**src/rtl/uart_tx_sched.sv**
```systemverilog
`default_nettype none
// ============================================================================
// Module      : uart_tx_sched
// Description : Packet-granular round-robin scheduler that shares one UART
//               transmit byte channel among NUM_REQ requesters. It can prefix
//               each packet with a channel-ID header byte, enforces an idle
//               gap after every packet and aborts owners that stall mid-packet.
// Revision    : 1.0 - initial release
// ----------------------------------------------------------------------------
// Ports
//   mclk         in   system clock
//   reset        in   synchronous, active-high reset
//   cfg_en       in   1 = allow new grants (a packet in flight always finishes)
//   cfg_hdr_en   in   1 = send header {5'b10100, id[2:0]} before each packet
//   req_valid    in   per-requester byte valid
//   req_data     in   per-requester byte, requester i on [8i+7:8i]
//   req_last     in   per-requester "last byte of packet" flag
//   req_ready    out  per-requester accept; only the owner's bit can be set
//   tx_valid     out  byte valid towards the UART TX core
//   tx_data      out  byte towards the UART TX core
//   tx_ready     in   UART TX core accepts the byte
//   grant        out  one-hot current owner, all zero when no owner
//   busy         out  scheduler not idle
//   abort_pulse  out  one-cycle pulse when an owner is aborted for stalling
//   abort_id     out  id of the last aborted requester (held)
// ============================================================================
module uart_tx_sched #(
    parameter int NUM_REQ    = 4,
    parameter int GAP_CYCLES = 16,
    parameter int STALL_MAX  = 1024
) (
    input  logic                 mclk,
    input  logic                 reset,
    input  logic                 cfg_en,
    input  logic                 cfg_hdr_en,
    input  logic [NUM_REQ-1:0]   req_valid,
    input  logic [8*NUM_REQ-1:0] req_data,
    input  logic [NUM_REQ-1:0]   req_last,
    output logic [NUM_REQ-1:0]   req_ready,
    output logic                 tx_valid,
    output logic [7:0]           tx_data,
    input  logic                 tx_ready,
    output logic [NUM_REQ-1:0]   grant,
    output logic                 busy,
    output logic                 abort_pulse,
    output logic [2:0]           abort_id
);

    localparam int PW = $clog2(NUM_REQ);
    localparam int GW = (GAP_CYCLES > 0) ? $clog2(GAP_CYCLES + 1) : 1;
    localparam int SW = $clog2(STALL_MAX + 1);

    localparam logic [1:0] ST_IDLE = 2'd0;
    localparam logic [1:0] ST_HDR  = 2'd1;
    localparam logic [1:0] ST_DATA = 2'd2;
    localparam logic [1:0] ST_GAP  = 2'd3;

    localparam logic [GW-1:0] GAP_LAST   = GW'(GAP_CYCLES);
    localparam logic [SW-1:0] STALL_TOP  = SW'(STALL_MAX);
    localparam logic [SW-1:0] STALL_LAST = SW'(STALL_MAX - 1);
    localparam logic [PW-1:0] OWNER_TOP  = PW'(NUM_REQ - 1);

    logic [1:0]         r_state;
    logic [1:0]         w_next_state;
    logic [PW-1:0]      r_owner;
    logic [PW-1:0]      r_ptr;
    logic [GW-1:0]      r_gap;
    logic [SW-1:0]      r_stall;
    logic               r_abort_pulse;
    logic [2:0]         r_abort_id;

    logic               w_sel_found;
    logic [PW-1:0]      w_sel_idx;
    logic               w_grant_now;
    logic               w_own_valid;
    logic               w_own_last;
    logic [7:0]         w_own_data;
    logic [NUM_REQ-1:0] w_owner_onehot;
    logic [7:0]         w_hdr_byte;
    logic               w_xfer;
    logic               w_stall_hit;
    logic               w_leave_data;
    logic [PW-1:0]      w_ptr_next;

    // ------------------------------------------------------------------
    // Owner view of the request bundle
    // ------------------------------------------------------------------
    assign w_own_valid    = req_valid[r_owner];
    assign w_own_last     = req_last[r_owner];
    assign w_own_data     = req_data[{r_owner, 3'b000} +: 8];
    assign w_owner_onehot = {{(NUM_REQ-1){1'b0}}, 1'b1} << r_owner;
    assign w_hdr_byte     = {5'b10100, 3'(r_owner)};

    // Round-robin pick: first valid requester at or above the pointer,
    // wrapping around.
    always_comb begin
        w_sel_found = 1'b0;
        w_sel_idx   = '0;
        for (int i = 0; i < NUM_REQ; i++) begin
            if (!w_sel_found && req_valid[(int'(r_ptr) + i) % NUM_REQ]) begin
                w_sel_found = 1'b1;
                w_sel_idx   = PW'((int'(r_ptr) + i) % NUM_REQ);
            end
        end
    end

    assign w_grant_now = (r_state == ST_IDLE) && cfg_en && w_sel_found;
    assign w_xfer      = (r_state == ST_DATA) && w_own_valid && tx_ready;
    // Abort fires on the edge that completes STALL_MAX consecutive idle
    // owner cycles, so the counter itself lands on STALL_MAX.
    assign w_stall_hit = (r_state == ST_DATA) && !w_own_valid &&
                         (r_stall == STALL_LAST);
    assign w_leave_data = (r_state == ST_DATA) && (w_next_state == ST_GAP);
    assign w_ptr_next   = (r_owner == OWNER_TOP) ? '0 : r_owner + PW'(1);

    // ------------------------------------------------------------------
    // FSM: state register
    // ------------------------------------------------------------------
    always_ff @(posedge mclk) begin
        if (reset) begin
            r_state <= ST_IDLE;
        end else begin
            r_state <= w_next_state;
        end
    end

    // ------------------------------------------------------------------
    // FSM: next-state logic
    // ------------------------------------------------------------------
    always_comb begin
        w_next_state = r_state;
        case (r_state)
            ST_IDLE: begin
                // Header enable only matters here, at grant time.
                if (w_grant_now) begin
                    w_next_state = cfg_hdr_en ? ST_HDR : ST_DATA;
                end
            end
            ST_HDR: begin
                if (tx_ready) begin
                    w_next_state = ST_DATA;
                end
            end
            ST_DATA: begin
                if (w_stall_hit || (w_xfer && w_own_last)) begin
                    w_next_state = ST_GAP;
                end
            end
            ST_GAP: begin
                if (r_gap == GAP_LAST) begin
                    w_next_state = ST_IDLE;
                end
            end
            default: w_next_state = ST_IDLE;
        endcase
    end

    // ------------------------------------------------------------------
    // FSM: outputs
    // ------------------------------------------------------------------
    always_comb begin
        tx_valid  = 1'b0;
        tx_data   = 8'h00;
        req_ready = '0;
        grant     = '0;
        busy      = (r_state != ST_IDLE);
        case (r_state)
            ST_HDR: begin
                tx_valid = 1'b1;
                tx_data  = w_hdr_byte;
                grant    = w_owner_onehot;
            end
            ST_DATA: begin
                tx_valid  = w_own_valid;
                tx_data   = w_own_data;
                req_ready = tx_ready ? w_owner_onehot : '0;
                grant     = w_owner_onehot;
            end
            default: begin
                tx_valid = 1'b0;
            end
        endcase
    end

    assign abort_pulse = r_abort_pulse;
    assign abort_id    = r_abort_id;

    // ------------------------------------------------------------------
    // Owner, pointer, counters and abort reporting
    // ------------------------------------------------------------------
    always_ff @(posedge mclk) begin
        if (reset) begin
            r_owner       <= '0;
            r_ptr         <= '0;
            r_gap         <= '0;
            r_stall       <= '0;
            r_abort_pulse <= 1'b0;
            r_abort_id    <= 3'd0;
        end else begin
            if (w_grant_now) begin
                r_owner <= w_sel_idx;
            end

            if (w_leave_data) begin
                r_ptr <= w_ptr_next;
            end

            // Gap counter runs only in GAP and rests at zero elsewhere.
            if ((r_state == ST_GAP) && (r_gap != GAP_LAST)) begin
                r_gap <= r_gap + GW'(1);
            end else begin
                r_gap <= '0;
            end

            // Stall counter: only owner-idle cycles in DATA count; a
            // backpressured byte (valid high, ready low) leaves it alone.
            if ((r_state != ST_DATA) || w_xfer) begin
                r_stall <= '0;
            end else if (!w_own_valid && (r_stall != STALL_TOP)) begin
                r_stall <= r_stall + SW'(1);
            end

            r_abort_pulse <= w_stall_hit;
            if (w_stall_hit) begin
                r_abort_id <= 3'(r_owner);
            end
        end
    end

endmodule
`default_nettype wire

```
**config.mk**
```make
export PLATFORM = sky130hd
export DESIGN_NAME = uart_tx_sched
export DESIGN_NICKNAME = d
export VERILOG_FILES = /design/src/rtl/uart_tx_sched.sv
export SDC_FILE = /design/constraint.sdc
export NUM_CORES = 1
export LEC_CHECK = 0
export ABC_AREA = 1
export CORE_MARGIN = 10
export CORE_UTILIZATION = 40
export DETAILED_ROUTE_END_ITERATION = 10
export PLACE_DENSITY_LB_ADDON = 0.08
export SLEW_MARGIN = 20
export SYNTH_ARGS = -nofsm -noshare
export SYNTH_HDL_FRONTEND = slang
export SYNTH_SLANG_ARGS = --single-unit
```
**constraint.sdc**
```tcl
create_clock -name mclk -period 2 [get_ports mclk]
set_input_delay 0.2 -clock mclk [delete_from_list [all_inputs] [get_ports mclk]]
set_output_delay 0.2 -clock mclk [all_outputs]
set_load 0.05 [all_outputs]
```
==> results.py <==
metrics = {
    "status": {
        "status": "finished clean",
    },
    "cells_and_area": {
        "finalNetCount": 468,
        "layout_common_cells": "nand2_1 (64), nor2_1 (55), clkdlybuf4s50_1 (47)",
        "layout-drive-gt1-share_pct": 16.1,
        "fin_area_um2": 2970,
        "layoutNonFillerInstCount": 479,
        "n_fill_cell": 500,
        "areaGrowthSynthToFinish_pct": 41.0,
        "num_antenna_cells": 0,
        "postLayoutCoreUtil_pct": 58.2,
        "final_common_cell": "nand2_1",
    },
    "setup_path": {
        "path_buf_inv": 3,
        "r2r_slack_ns": 0.30,
        "r2r_cells": 14,
        "critPathLaunchType": "register",
        "cp_max_fo": 8,
        "crit_start": "r_state[1]",
        "reg2reg_to": "r_ptr[1]",
        "reg2reg_from": "r_stall[0]",
        "worst_path_most_repeated_cell": "buf_4",
        "cpPeakStageDelay_ns": 0.39,
        "criticalPathCategory": "reg2out",
        "end_kind": "output pin",
        "crit_required_ns": 1.80,
        "crit_arrival_ns": 1.67,
        "cp_top_family": "buffers and inverters",
        "cp_cell_sequence": "inv_1 -> ha_1 -> buf_4 -> nand2_1 -> o21ai_1 -> buf_4",
        "cp_slowest_cell": "dfxtp_1",
    },
    "routing": {
        "drt_wl_total_um": 6140,
        "drcViolationCount": 0,
        "vias_per_cell": 4.73,
        "wl_per_cell_um": 12.8,
        "drt_iter0_markers": 80,
        "firstDrtPassIters": 4,
        "vias": 2266,
        "postRouteAntennaNets": 0,
    },
    "floorplan": {
        "die_h_um": 92.6,
        "io_pins": 67,
        "start_util_pct": 41.3,
        "row_count": 26,
        "dieWidth_um": 92.6,
        "design.core.area_um2": 5110,
        "dieArea_um2": 8570,
    },
    "timing": {
        "drv_slew": 0,
        "rsz0062_at_grt": "false",
        "max_slew.worst_pin.slew_ns": 0.506,
        "period_share_pct": 93.4,
        "fmax_mhz": 536,
        "finalHoldViolations": 0,
        "finClkSkew_ns": 0.00312,
        "setup_viol": 0,
        "relSlewSlack_pct": 66.2,
        "period_needed_ns": 1.87,
    },
    "synth": {
        "netlist_instances": 336,
        "synth.net_count": 394,
        "synth_flop_cell": "dfxtp_1",
        "synth-async-reset-ratio_pct": 0,
        "syn_area_um2": 2110,
        "synth_seq_area_share_pct": 23.7,
        "synth_area_per_cell_um2": 6.27,
        "synth_edf_count": 0,
        "yosysWarnings": 0,
        "yosys_register_bits": 25,
        "synthDistinctLibCells": 38,
    },
    "placed_design": {
        "place_inst": 475,
        "place.gp.congestion": 0.832,
        "dp_hpwl_um": 5020,
        "placed_cell_area_um2": 2920,
        "port_buffers": 65,
    },
    "power": {
        "p_leak_nw": 1.29,
        "power-per-cell-area_nw_per_um2": 949,
        "report.power.total_mw": 2.82,
        "ir_drop_uv": 816,
    },
    "global_route": {
        "overflow": 0,
        "antenna_found_initial": 0,
        "grt_busiest_layer": "met2",
        "use_met2_pct": 24.4,
        "grt_pass1_wl_um": 10500,
        "grtUsageTotal_pct": 14.5,
        "use_met1_pct": 18.9,
        "grtUsageMet3_pct": 3.07,
        "grt_pass1_vias": 2137,
        "grt_start_max_net_pins": 22,
    },
    "cts": {
        "ctsHoldBuffers": 0,
        "cts_tree": "done",
        "cts_max_path_buffers": 2,
        "cts.htree.levels": 1,
        "cts_buffers": 3,
        "insertion_delay_ns": 0.27,
        "cts.sinks": 25,
        "clk_pin_slew_ns": 0.08,
        "cts_root_buffer": "clkbuf_8",
    },
    "worst_hold_path": {
        "holdPathEnd": "r_gap[0]",
        "hp-start": "r_gap[0]",
        "hold_depth": 1,
        "min_path_type": "reg2reg",
    },
    "job": {
        "max-cap-violations": 0,
    },
}
## per-layer routing
metal,up-vias,wire length [um]
met2,43,2890
met3,2,291
li1,1226,-
met4,0,22
met1,995,2930
met5,-,0
## area by class of cell
type / instances / area (um2) / area share [%]
Timing Repair Buffer: 79 / 777 / 26.1
Multi-Input combinational cell: 255 / 1380 / 46.5
Tap cell: 70 / 87.6 / 2.95
Sequential cell: 25 / 502 / 16.9
Clock buffer: 4 / 45.0 / 1.52
Inverter: 46 / 180 / 6.06
## report_power, final
part | internal (mW) | leakage (nW) | total (mW) | switching, mW
registers | 0.543 | 0.203 | 0.597 | 0.0536
logic | 0.684 | 1.06 | 1.93 | 1.24
clock network | 0.142 | 0.0228 | 0.295 | 0.153
total | 1.37 | 1.29 | 2.82 | 1.45
## sequential cells by signal, indices dropped and copies added (netlist names)
| signal | flops |
|---|---|
| abort_id | 2 |
| abort_pulse | 1 |
| r_gap | 5 |
| r_owner | 2 |
| r_ptr | 2 |
| r_stall | 11 |
| r_state | 2 |
## cells by family after synthesis
logic type / share of synthesized area [%]
buf+inv: 11.4
simple gates: 38.5
other cells: 0.178
xor+xnor: 2.49
compound gates: 16.0
flops: 23.7
fa+ha+maj: 7.72
## through the flow
step	hold slack [ns]	setup slack [ns]	TNS, ns
CTS	0.481	0.00826	0
detailed placement	0.460	0.0555	0
global placement	0.447	0.0876	0
floorplan	0.269	-0.0904	-0.405
global route	0.505	0.00436	0
finish	0.475	0.133	0
## repair_timing
action | 4_1_cts | 5_1_grt
resized for setup | 0 | 6
hold endpoints to repair | 0 | 0
endpoints found under the setup margin | 0 | 7
setup buffers | 0 | 0
## Yosys cell counts, types with 2 or more instances
cell type  number  area, um2
nand2_1        65        244
nor2_1         55        206
inv_1          42        158
o21ai_0        30        150
dfxtp_1        25        500
nand3_1        20        100
a21oi_1        17       85.1
ha_1           13        163
nand2_2        11       68.8
clkbuf_1        5       18.8
nor3_1          5       25.0
xor2_1          5       43.8
nand2_4         4       45.0
nand4_1         4       25.0
o22ai_1         4       25.0
a211oi_1        3       22.5
inv_2           3       11.3
o21ai_1         3       15.0
nand3b_1        2       15.0
nor4_1          2       12.5
## how the worst max path moves through the flow
stage               slack [ns]          to  depth (start not counted)
floorplan                -0.09  tx_data[2]                          6
global placement          0.09    r_ptr[0]                         12
detailed placement        0.06    r_ptr[1]                         12
CTS                      0.008  tx_data[6]                          6
global route             0.004    tx_valid                          6
finish                    0.13    tx_valid                          6
(Power assumes the default switching activity.)
